File: src/rtl/booth_pkg.sv
// booth_pkg: shared types and constants for the sequential Booth multiplier.
//   BOOTH_W   default operand width
//   BOOTH_PW  product / shared adder width (2 * BOOTH_W)
//   state_e   controller states (IDLE, RUN, DONE)
//   recode_e  radix-2 Booth recoding of one multiplier bit pair (NOP, ADD, SUB)
//   booth_recode() maps {Q[i], q_prev} to a recode action.
package booth_pkg;

    localparam int BOOTH_W  = 7;
    localparam int BOOTH_PW = 2 * BOOTH_W;

    typedef enum logic [1:0] {
        IDLE,
        RUN,
        DONE
    } state_e;

    typedef enum logic [1:0] {
        NOP,
        ADD,
        SUB
    } recode_e;

    // {Q[i], q_prev}: 01 -> +M, 10 -> -M, 00/11 -> no adder use.
    function automatic recode_e booth_recode(input logic q_bit, input logic q_prev);
        case ({q_bit, q_prev})
            2'b01:   return ADD;
            2'b10:   return SUB;
            default: return NOP;
        endcase
    endfunction

endpackage

File: src/rtl/booth_addend_gen.sv
// booth_addend_gen: combinational addend selection for the shared adder.
//   m       in  W    multiplicand M (signed)
//   neg_m   in  2W   precomputed -sext(M), 2W-bit two's complement
//   idx     in  IW   current multiplier bit position i
//   rec     in       recode action for this iteration
//   addend  out 2W   (sext(M) << i), (-M << i) or 0
module booth_addend_gen
    import booth_pkg::*;
#(
    parameter int W = BOOTH_W
) (
    input  logic [W-1:0]                         m,
    input  logic [2*W-1:0]                       neg_m,
    input  logic [((W > 1) ? $clog2(W) : 1)-1:0] idx,
    input  recode_e                              rec,
    output logic [2*W-1:0]                       addend
);

    logic [2*W-1:0] m_ext;

    assign m_ext = {{W{m[W-1]}}, m};

    always_comb begin
        addend = '0;
        case (rec)
            ADD:     addend = m_ext << idx;
            SUB:     addend = neg_m << idx;
            default: addend = '0;
        endcase
    end

endmodule

File: src/rtl/booth_seq_ctrl.sv
// booth_seq_ctrl: iterative radix-2 Booth multiplier controller. Scans the
// multiplier one bit per cycle and time-shares a single 2W-bit adder, using it
// only on cycles where the recoding asks for +M or -M.
//   clk, rst_n            clock, asynchronous active-low reset
//   in_valid / in_ready   operand handshake (in_ready only in IDLE)
//   mcand, mplier         signed W-bit operands, sampled on the accepting edge
//   out_valid / out_ready product handshake (out_valid held until accepted)
//   product               signed 2W-bit result, held until the next DONE
//   busy                  high in RUN or DONE
//   add_cnt               adder operations used for the current/last product
// Build option: define BOOTH_EARLY_TERM_EN to leave RUN as soon as the
// remaining multiplier bits cannot trigger another add (latency 1..W).
module booth_seq_ctrl
    import booth_pkg::*;
#(
    parameter int W = BOOTH_W
) (
    input  logic             clk,
    input  logic             rst_n,
    input  logic             in_valid,
    output logic             in_ready,
    input  logic [W-1:0]     mcand,
    input  logic [W-1:0]     mplier,
    output logic             out_valid,
    input  logic             out_ready,
    output logic [2*W-1:0]   product,
    output logic             busy,
    output logic [3:0]       add_cnt
);

    localparam int PW = 2 * W;
    localparam int IW = (W > 1) ? $clog2(W) : 1;
    localparam logic [IW-1:0] LAST_I = IW'(W - 1);

    state_e          state, state_nxt;
    logic [W-1:0]    m_r, q_r;
    logic [PW-1:0]   neg_m_r, p_r, prod_r;
    logic [IW-1:0]   idx;
    logic            q_prev;
    logic [3:0]      cnt_r;

    recode_e         rec;
    logic [PW-1:0]   m_ext, addend, add_a, sum, p_nxt;
    logic            last_iter;

    assign m_ext = {{W{mcand[W-1]}}, mcand};
    assign rec   = booth_recode(q_r[idx], q_prev);

    booth_addend_gen #(.W(W)) u_addend (
        .m      (m_r),
        .neg_m  (neg_m_r),
        .idx    (idx),
        .rec    (rec),
        .addend (addend)
    );

    // Shared adder: both operands forced to zero on NOP cycles so it stays quiet.
    // Carry-out is dropped; sums wrap mod 2^PW.
    assign add_a = (rec == NOP) ? '0 : p_r;
    assign sum   = add_a + addend;
    assign p_nxt = (rec == NOP) ? p_r : sum;

`ifdef BOOTH_EARLY_TERM_EN
    // Once every bit from i upward equals q_prev, all remaining pairs are 00/11.
    logic [W-1:0] hi_mask;
    logic         tail_flat;
    assign hi_mask   = {W{1'b1}} << idx;
    assign tail_flat = ((q_r ^ {W{q_prev}}) & hi_mask) == '0;
    assign last_iter = (idx == LAST_I) || tail_flat;
`else
    assign last_iter = (idx == LAST_I);
`endif

    always_ff @(posedge clk or negedge rst_n) begin
        if (!rst_n) state <= IDLE;
        else        state <= state_nxt;
    end

    always_comb begin
        state_nxt = state;
        in_ready  = 1'b0;
        out_valid = 1'b0;
        busy      = 1'b0;
        case (state)
            IDLE: begin
                in_ready = 1'b1;
                if (in_valid) state_nxt = RUN;
            end
            RUN: begin
                busy = 1'b1;
                if (last_iter) state_nxt = DONE;
            end
            DONE: begin
                busy      = 1'b1;
                out_valid = 1'b1;
                // A same-cycle in_valid is not taken here; IDLE accepts it next cycle.
                if (out_ready) state_nxt = IDLE;
            end
            default: state_nxt = IDLE;
        endcase
    end

    always_ff @(posedge clk or negedge rst_n) begin
        if (!rst_n) begin
            m_r     <= '0;
            q_r     <= '0;
            neg_m_r <= '0;
            p_r     <= '0;
            prod_r  <= '0;
            idx     <= '0;
            q_prev  <= 1'b0;
            cnt_r   <= '0;
        end else begin
            case (state)
                IDLE: begin
                    if (in_valid) begin
                        m_r     <= mcand;
                        q_r     <= mplier;
                        // Negate at full 2W width so -2^(W-1) becomes +2^(W-1).
                        neg_m_r <= -m_ext;
                        p_r     <= '0;
                        idx     <= '0;
                        q_prev  <= 1'b0;
                        cnt_r   <= '0;
                    end
                end
                RUN: begin
                    p_r    <= p_nxt;
                    q_prev <= q_r[idx];
                    idx    <= idx + 1'b1;
                    if (rec != NOP) cnt_r <= cnt_r + 1'b1;
                    // product only moves on entry to DONE, so it is held otherwise.
                    if (last_iter) prod_r <= p_nxt;
                end
                default: ;
            endcase
        end
    end

    assign product = prod_r;
    assign add_cnt = cnt_r;

endmodule

File: config.mk
export PLATFORM = sky130hd
export DESIGN_NAME = booth_seq_ctrl
export DESIGN_NICKNAME = d
export VERILOG_FILES = /design/src/rtl/booth_pkg.sv /design/src/rtl/booth_addend_gen.sv /design/src/rtl/booth_seq_ctrl.sv
export SDC_FILE = /design/constraint.sdc
export NUM_CORES = 1
export LEC_CHECK = 0
export BUFFER_PORTS_ARGS = -buffer_cell sky130_fd_sc_hd__buf_2
export CELL_PAD_IN_SITES_DETAIL_PLACEMENT = 0
export CELL_PAD_IN_SITES_GLOBAL_PLACEMENT = 2
export CORE_MARGIN = 5
export CORE_UTILIZATION = 41
export CTS_CLUSTER_SIZE = 20
export DETAILED_ROUTE_END_ITERATION = 12
export GPL_TIMING_DRIVEN = 0
export PLACE_DENSITY_LB_ADDON = 0.1
export SETUP_SLACK_MARGIN = 0.2
export SYNTH_ARGS = -nofsm -noshare
export SYNTH_HDL_FRONTEND = slang
export SYNTH_SLANG_ARGS = --single-unit
File: constraint.sdc
create_clock -name clk -period 7.8 [get_ports clk]
set_input_delay 0.39 -clock clk [delete_from_list [all_inputs] [get_ports clk]]
set_output_delay 0.39 -clock clk [all_outputs]
set_load 0.02 [all_outputs]
# --- Word level (Yosys, flattened, before mapping) ---
# Index checks and enable logic that the tools add are counted.
totals:
  out_inout_bits: 21
  wordCells: 59
  ff_bits: 66
  in_bits: 18
op_classes:
  add_sub_neg: 4
  muxes: 22
  n_reduce_logical: 10
  n_eq_ne: 11
  magnitude_cmp: 1
  n_shift: 2
op_table:
  columns: ["operator", "n"]
  rows:
  - ["one-hot mux 14 bit (2 select lines)", 2]
  - ["2-to-1 mux 14 bit", 3]
  - ["<< shifter 14 x 3 -> 14 bit", 2]
  - ["adder 14 bit", 1]
  - ["negation 14 bit", 1]
  - ["2-to-1 mux 4 bit", 2]
  - ["inequality test 2 bit (second input constant)", 4]
  - ["one-hot mux 4 bit (2 select lines)", 1]
  - ["equality test 2 x 1 -> 1 bit (second input constant)", 3]
  - ["equality test 2 bit (second input constant)", 3]
  - ["2-to-1 mux 2 bit", 3]
  - ["one-hot mux 2 bit (3 select lines)", 1]
  - ["one-hot mux 3 bit (2 select lines)", 1]
  - ["AND reduction 2 bit", 3]
  - ["AND reduction 3 bit", 2]
  - ["2-to-1 mux 1 bit", 5]
  - ["adder 4 x 1 -> 4 bit (second input constant)", 1]
  - ["logical NOT 2 bit", 2]
  - ["< comparator 3 x 4 -> 1 bit (second input constant)", 1]
  - ["one-hot mux 2 bit (2 select lines)", 1]
  - ["nonzero test 2 bit", 2]
  - ["adder 3 x 1 -> 3 bit (second input constant)", 1]
  - ["binary-select mux 1 bit (select 3 bit)", 1]
  - ["equality test 3 bit (second input constant)", 1]
  - ["other kinds (3)", 3]

# --- Logic depth before layout (Yosys ltp) ---
# Gate-level depths: netlist of run 1.
logic_depth:
  ltp_word: 9
  depth_mapped: 22

# --- By module ---
# A second synthesis of run 1 with hierarchy kept.
hier_totals:
  hier_cells: 453
  hier_area_um2: 4386.7
by_module_without_submodules:
  columns: ["module", "cells_each", "n_inst", "seq_area_each_um2", "area_each_um2"]
  rows:
  - ["booth_seq_ctrl", 367, 1, 1601.5, 3676.0]
  - ["booth_addend_gen", 86, 1, 0.0, 710.7]

# --- Worst setup path after synthesis of run 1 ---
# OpenSTA, ideal clock, no wires.
synth_timing:
  kind: "reg-to-reg"
  start: "register idx[0]"
  end: "register p_r[12]"
  setup_slack_ns: 3.203
  setup_time_ns: 0.121
  arrival_ns: 4.476
  synth_period_minus_slack_ns: 4.597
  n_path_buf: 4
  required_ns: 7.679
  stages_incl_launch_ff: 18
  cell_sequence: "dfrtp_1 > buf_2 > mux4_2 > nor2_1 > a21oi_1 > ha_1 > clkbuf_1 > buf_1 > clkbuf_1 > nor3_1 > ha_1 > fa_1 > a21oi_1 > o21ai_0 > a211o_1 > a221oi_1 > xnor2_1 > a22o_1"
synth_via:
  elab_chain_len: 9
  word_cells_on_any_way: 15
synth_rtl:
  columns: ["element", "line", "source"]
  rows:
  - ["from (decl)", "booth_seq_ctrl.sv:38", "logic [IW-1:0] idx;"]
  - ["from (signal assigned)", "booth_seq_ctrl.sv:130", "idx <= idx + 1'b1;"]
  - ["binary-select mux 1 bit (select 3 bit)", "booth_seq_ctrl.sv:47", "assign rec = booth_recode(q_r[idx], q_prev);"]
  - ["2-to-1 mux 1 bit (not written as such)", "booth_seq_ctrl.sv:47", null]
  - ["equality test 2 bit / equality test 2 x 1 -> 1 bit (equally long branches)", "booth_pkg.sv:26", "case ({q_bit, q_prev})"]
  - ["one-hot mux 2 bit (2 select lines)", "booth_pkg.sv:26", null]
  - ["equality test 2 bit (tied with other cells)", "booth_addend_gen.sv:25", "case (rec)"]
  - ["one-hot mux 14 bit (2 select lines) / 2-to-1 mux 14 bit (equally long branches)", "booth_addend_gen.sv:25, booth_seq_ctrl.sv:59", null]
  - ["adder 14 bit", "booth_seq_ctrl.sv:60", "assign sum = add_a + addend;"]
  - ["2-to-1 mux 14 bit *", "booth_seq_ctrl.sv:61", "assign p_nxt = (rec == NOP) ? p_r : sum;"]
  - ["one-hot mux 14 bit (2 select lines) *", "booth_seq_ctrl.sv:114", "case (state)"]
  - ["to (signal assigned)", "booth_seq_ctrl.sv:128", "p_r <= p_nxt;"]
  - ["to (decl)", "booth_seq_ctrl.sv:37", "logic [PW-1:0] neg_m_r, p_r, prod_r;"]
# Every way passes the cells marked *; elsewhere a longest branch is shown, timed or not. The select of a mux whose other input is x is not followed.
# A chain may end at the register's enable or synchronous reset.

# --- Worst setup path in the final report of run 1 ---
layout_timing:
  start: "register idx[1]"
  end: "register prod_r[12], in the netlist product[12]"
layout_via:
  elab_chain_len: 8
  word_cells_on_any_way: 16
layout_rtl:
  columns: ["element", "line", "source"]
  rows:
  - ["binary-select mux 1 bit (select 3 bit)", "booth_seq_ctrl.sv:47", null]
  - ["2-to-1 mux 1 bit (not written as such)", "booth_seq_ctrl.sv:47", null]
  - ["equality test 2 bit / equality test 2 x 1 -> 1 bit (equally long branches)", "booth_pkg.sv:26", null]
  - ["one-hot mux 2 bit (2 select lines)", "booth_pkg.sv:26", null]
  - ["equality test 2 bit (tied with other cells)", "booth_addend_gen.sv:25", null]
  - ["one-hot mux 14 bit (2 select lines) / 2-to-1 mux 14 bit (equally long branches)", "booth_addend_gen.sv:25, booth_seq_ctrl.sv:59", null]
  - ["adder 14 bit", "booth_seq_ctrl.sv:60", null]
  - ["2-to-1 mux 14 bit", "booth_seq_ctrl.sv:61", null]
  - ["to (signal assigned)", "booth_seq_ctrl.sv:133", "if (last_iter) prod_r <= p_nxt;"]
  - ["to (decl)", "booth_seq_ctrl.sv:37", null]
# Parallel ways exist; a longest one is shown, timed or not. The select of a mux whose other input is x is not followed.

==> results.ini, run 1 <==
[timing]
max_freq_ghz = 0.174
fin_skew_ns = 0.00789
rsz0062_at_grt = false
slew-limit-headroom = 0.430
post-route-min-period_ns = 5.75
fin_crit_sh = 0.737
finalSetupViolations = 0
worst_pin_slew_ns = 0.852
maxSlewViolCount = 0
fin_tns_setup_ns = 0
final_hold_viol_count = 0
fin_ws_ns = 2.05

[floorplanning]
ioPinCount = 39
core_area_mm2 = 0.0101
die_w_um = 111
start_util = 0.413
die_y_um = 111
dieArea_mm2 = 0.0123
rows = 37

[cells_and_area]
final_cell_mix = 64 x dfrtp_1, 45 x nand2_1, 41 x buf_2
drive_above_1_share = 0.157
num_antenna_cells = 0
area_delta_synth_final_pct = 13.6
final_nets = 539
fillers = 999
final_common_cell = dfrtp_1
postLayoutCellArea_mm2 = 0.00476

[clock_tree]
clock-sinks = 64
numCtsBuffers = 9
post_cts_resized = 0
path_clk_slew_ns = 0.07
cts_max_path_buffers = 2
cts-htree-levels = 3
ctsRootBufferMaster = clkbuf_8
cts_setup_buffers = 0
cts_tree = done
clk_latency_ns = 0.35
hold_buffers = 0

[critical_path]
endpoint_kind = flip-flop
start_kind = flip-flop
cp.required_ns = 8.02
arrival_ns = 5.96
path_max_fanout = 10
path_class = reg -> reg

[logic_synthesis]
syn_inst = 450
synth.cell_area_mm2 = 0.00419
synth.distinct_cells = 57
ys_seq_area_frac = 0.382
syn_avg_cell_area_um2 = 9.31
synth_nets = 490
synth_edf_count = 0
async_flop_share = 1.00
synth-seq-cells = 64
synth_warnings = 0
ys.flop_type = dfrtp_1

[place]
port_buffers = 38
place_congestion = 0.836
dp_slack_ns = 2.02
place_area_mm2 = 0.00455
dp_hpwl_um = 7740

[global_route]
grt_max_degree = 65
grt_usage = 0.175
antenna_found_initial = 0
grt_pass1_wl_um = 17500
gr-total-overflow = 0
grt_pass1_vias = 3430

[drt]
detail-route-antenna-nets = 0
post_drt_wl_per_cell_um = 16.2
vias = 3404
drtPass1Iterations = 4
drc_errors = 0
wl_um = 10300
vias_per_cell = 5.34
drt_iter0_drc = 129

[outcome]
status = finished, final reports clean

[flow_run]
cap_violations = 0

[hold_path]
holdCritPathClass = in -> async

## metal layers
layer  up-vias  part of all wire  track usage  wire, µm
li1       1714                 -            -         -
met1      1633              0.48        0.227      4930
met2        46              0.48        0.298      4930
met3        11             0.030       0.0278       306
met4         0             0.016       0.0608       164
met5         -                 0            0         0
## cell type report
cell class / instances / area [µm²] / area share
clock buffer: 10 / 138 / 0.0289
multi-input combinational: 348 / 2440 / 0.513
inverter: 12 / 45.0 / 0.00946
timing repair buffer: 38 / 193 / 0.0405
buffer: 26 / 103 / 0.0216
tap: 136 / 170 / 0.0357
sequential: 64 / 1600 / 0.336
clock inverter: 4 / 70.1 / 0.0147
## synth_stat cells (2+ instances only)
library cell | count | area, µm²
nor3b_1 | 2 | 15.0
mux2_2 | 15 | 169
nor3_1 | 15 | 75.1
dfrtp_1 | 64 | 1600
a211o_1 | 3 | 26.3
o21bai_1 | 3 | 22.5
a21o_1 | 14 | 105
a31oi_1 | 2 | 12.5
nand2_1 | 45 | 169
nand4_1 | 3 | 18.8
o21a_1 | 5 | 37.5
inv_1 | 11 | 41.3
o21ai_1 | 13 | 65.1
ha_1 | 21 | 263
mux2i_1 | 23 | 230
nor2b_1 | 22 | 138
clkbuf_1 | 20 | 75.1
o211a_1 | 2 | 20.0
xnor2_1 | 9 | 78.8
nor2_1 | 32 | 120
buf_2 | 4 | 20.0
a21oi_1 | 19 | 95.1
xor2_1 | 7 | 61.3
a22o_1 | 17 | 149
o21ai_0 | 20 | 100
mux4_2 | 2 | 45.0
a211oi_1 | 12 | 90.1
buf_1 | 2 | 7.51
o211ai_1 | 3 | 22.5
nand2b_1 | 8 | 50.1
o31ai_1 | 2 | 15.0
nand3_1 | 4 | 20.0
and3_1 | 2 | 12.5
## through the flow
step | instances | util | hold WS, ns
after detailed placement | 624 | 0.449 | 0.452
after CTS | 638 | 0.470 | 0.163
after global placement | 624 | 0.449 | 0.451
after floorplan | 450 | - | 0.0944
after global routing | 638 | 0.470 | 0.209
final | 638 | 0.470 | 0.133
## critical path, cell delays in order, from the launching register on
cell and delay (ns):
dfrtp_1 0.49, clkbuf_1 0.40, clkbuf_1 0.44, a21oi_1 0.17
ha_1 0.38, clkbuf_1 0.41, buf_1 0.68, clkbuf_1 0.38
nor3_1 0.14, ha_1 0.27, fa_1 0.42, a21oi_1 0.22
o21ai_0 0.13, a211o_1 0.27, a221oi_1 0.32, xnor2_1 0.13
mux2i_1 0.25, o21ai_1 0.09
## cells by family after synthesis
logic type,synth area share
adder cells (fa/ha/maj),0.0675
buffers and inverters,0.0352
flip-flops,0.382
multiplexers,0.109
AO/OA/AOI/OAI,0.207
XOR/XNOR,0.0334
AND/OR/NAND/NOR,0.166
## final timing paths
| check | from | to | slack, ns | depth (start not counted) |
|---|---|---|---|---|
| hold / removal | rst_n | product[0]$_DFFE_PN0P_ | 0.13 | 1 |
| setup reg to reg | idx[1]$_DFFE_PN0P_ | product[12]$_DFFE_PN0P_ | 2.05 | 17 |
| hold reg to reg | product[2]$_DFFE_PN0P_ | product[2]$_DFFE_PN0P_ | 0.46 | 2 |
| setup / recovery | idx[1]$_DFFE_PN0P_ | product[12]$_DFFE_PN0P_ | 2.05 | 17 |
| max in group asynchronous | rst_n | neg_m_r[6]$_DFFE_PN0P_ | 7.11 | 1 |
| min in group clk | mplier[4] | q_r[4]$_DFFE_PN0P_ | 0.27 | 2 |
## state kept, by name (all words and copies together), names as in the netlist
name     count
state        2
p_r         14
neg_m_r     12
product     14
idx          3
m_r          7
q_prev       1
add_cnt      4
q_r          7
Power of run 1 is left out: the tool's default activity adds up to more than one toggle a clock period on the data nets, which glitch-free logic cannot reach.
==> inputs of run 2 (changes only) <==
- CORE_UTILIZATION: 41 -> 34
- clock period: 7.8 -> 4.91 ns (I/O delays scaled with it)
==> run 2 against run 1 <==
  * Sequential cell count stayed put
  * Register-to-register slack got worse by 1.6 ns
  * Maximum frequency rose by 30%
  * Non-clock buffer count unchanged
  * Clock skew shrank 0.00083 ns
  * Worst setup slack got worse by 1.6 ns
==> results.ini, run 2 (synthesized netlist as in run 1, its figures left out) <==
[outcome]
status = finished, final reports clean  ; unchanged

[timing]
final_hold_viol_count = 0  ; unchanged
worst_pin_slew_ns = 0.842  ; was 0.852 ns
fin_skew_ns = 0.00705  ; was 0.00789 ns
post-route-min-period_ns = 4.44  ; was 5.75 ns
fin_crit_sh = 0.904  ; was 0.737
rsz0062_at_grt = true  ; was false
max_freq_ghz = 0.225  ; was 0.174 GHz
finalSetupViolations = 0  ; unchanged
slew-limit-headroom = 0.439  ; was 0.430
maxSlewViolCount = 0  ; unchanged

[cells_and_area]
final_cell_mix = 62 x dfrtp_1, 45 x nand2_1, 40 x buf_2  ; was 64 x dfrtp_1, 45 x nand2_1, 41 x buf_2
final_common_cell = dfrtp_1  ; unchanged
area_delta_synth_final_pct = 19.8  ; was 13.6%
final_util = 0.416  ; was 0.470
drive_above_1_share = 0.206  ; was 0.157
final_nets = 539  ; unchanged
multi_input_area_mm2 = 0.00251  ; was 0.00244 mm²
num_antenna_cells = 0  ; unchanged
fillers = 1247  ; was 999
regArea_mm2 = 0.00160  ; about the same

[global_route]
gr-total-overflow = 0  ; unchanged
grt_pass1_wl_um = 18100  ; was 17500 µm
antenna_found_initial = 0  ; unchanged
grt_usage = 0.158  ; was 0.175
grt_pass1_vias = 3446  ; was 3430
grt_max_degree = 65  ; unchanged

[clock_tree]
cts_tree = done  ; unchanged
clk_latency_ns = 0.33  ; was 0.35 ns
clock-sinks = 64  ; unchanged
cts-htree-levels = 3  ; unchanged
numCtsBuffers = 9  ; unchanged
ctsRootBufferMaster = clkbuf_16  ; was clkbuf_8
path_clk_slew_ns = 0.06  ; was 0.07 ns
cts_setup_buffers = 0  ; unchanged
cts_max_path_buffers = 2  ; unchanged

[place]
dp_hpwl_um = 8190  ; was 7740 µm
place_congestion = 0.852  ; was 0.836
port_buffers = 38  ; unchanged

[flow_run]
cap_violations = 0  ; unchanged

[drt]
detail-route-antenna-nets = 0  ; unchanged
drtPass1Iterations = 4  ; unchanged
vias = 3411  ; was 3404
drc_errors = 0  ; unchanged
wl_um = 10900  ; was 10300 µm
vias_per_cell = 5.08  ; was 5.34
drt_iter0_drc = 157  ; was 129
post_drt_wl_per_cell_um = 16.3  ; was 16.2 µm

[critical_path]
arrival_ns = 4.66  ; was 5.96 ns
path_class = reg -> reg  ; unchanged
cp.required_ns = 5.13  ; was 8.02 ns
endpoint_kind = flip-flop  ; unchanged
path_max_fanout = 10  ; unchanged
start_kind = flip-flop  ; unchanged

[hold_path]
holdCritPathClass = in -> async  ; unchanged

[floorplanning]
core_area_mm2 = 0.0121  ; was 0.0101 mm²
die_y_um = 121  ; was 111 µm
rows = 40  ; was 37
ioPinCount = 39  ; unchanged
start_util = 0.347  ; was 0.413
dieArea_mm2 = 0.0146  ; was 0.0123 mm²
die_w_um = 121  ; was 111 µm

-- run 2: routing by layer --
layer  global-route usage  vias up  wire length, µm
li1                     -     1726                -
met1                0.213     1636             5420
met2                0.251       40             5050
met3               0.0275        9              287
met4               0.0652        0              184
met5                    0        -                0
-- run 2: timing repair --
item,4_1_cts,5_1_grt
gates cloned,0,0
gates resized for setup,18,21
setup endpoints to repair,24,9
hold buffers,0,0
pin swaps,0,4
-- run 2: final timing paths --
path	start	to	slack (ns)	depth (start not counted)
hold reg to reg	product[2]$_DFFE_PN0P_	product[2]$_DFFE_PN0P_	0.47	2
hold / removal	rst_n	product[0]$_DFFE_PN0P_	0.02	1
setup reg to reg	idx[0]$_DFFE_PN0P_	p_r[13]$_DFFE_PN0P_	0.47	21
setup / recovery	idx[0]$_DFFE_PN0P_	p_r[13]$_DFFE_PN0P_	0.47	21
max in group asynchronous	rst_n	idx[0]$_DFFE_PN0P_	4.28	1
min in group clk	mplier[5]	q_r[5]$_DFFE_PN0P_	0.14	2
-- run 2: area by class of cell --
| cell class | count | share of cell area |
|---|---|---|
| Sequential cell | 64 | 0.319 |
| Clock inverter | 4 | 0.0102 |
| Timing Repair Buffer | 38 | 0.0384 |
| Buffer | 26 | 0.0284 |
| Inverter | 12 | 0.00897 |
| Tap cell | 168 | 0.0419 |
| Multi-Input combinational cell | 348 | 0.500 |
| Clock buffer | 12 | 0.0531 |
-- run 2: critical path, cell delays in order, from the launching register on --
cell and delay (ns):
dfrtp_2 0.40, buf_6 0.18, mux4_2 0.50, nor2_1 0.12, a21oi_2 0.07, ha_4 0.20, buf_4 0.18, mux2i_2 0.22
nand2_1 0.08, o21ai_1 0.12, nor2_1 0.07, a21oi_2 0.16, nor2b_1 0.18, a211oi_2 0.07, ha_1 0.36, o211a_1 0.27
o211ai_1 0.21, a21oi_2 0.07, a211o_1 0.31, nor4_2 0.17, nor3b_2 0.09, a221o_1 0.29
-- run 2: metrics by stage --
| stage | setup slack, ns | TNS, ns | std cells | area [µm²] | hold WS [ns] |
|---|---|---|---|---|---|
| finish | 0.473 | 0 | 672 | 5020 | 0.0177 |
| global route | 0.172 | 0 | 672 | 5020 | 0.104 |
| CTS | 0.211 | 0 | 672 | 4950 | 0.0527 |
| detailed placement | -0.973 | -9.68 | 656 | 4590 | 0.415 |
| global placement | -0.991 | -9.71 | 656 | 4590 | 0.452 |
| floorplan | 0.313 | 0 | 450 | 4190 | -0.0501 |
Power of run 2 is left out for the same reason.
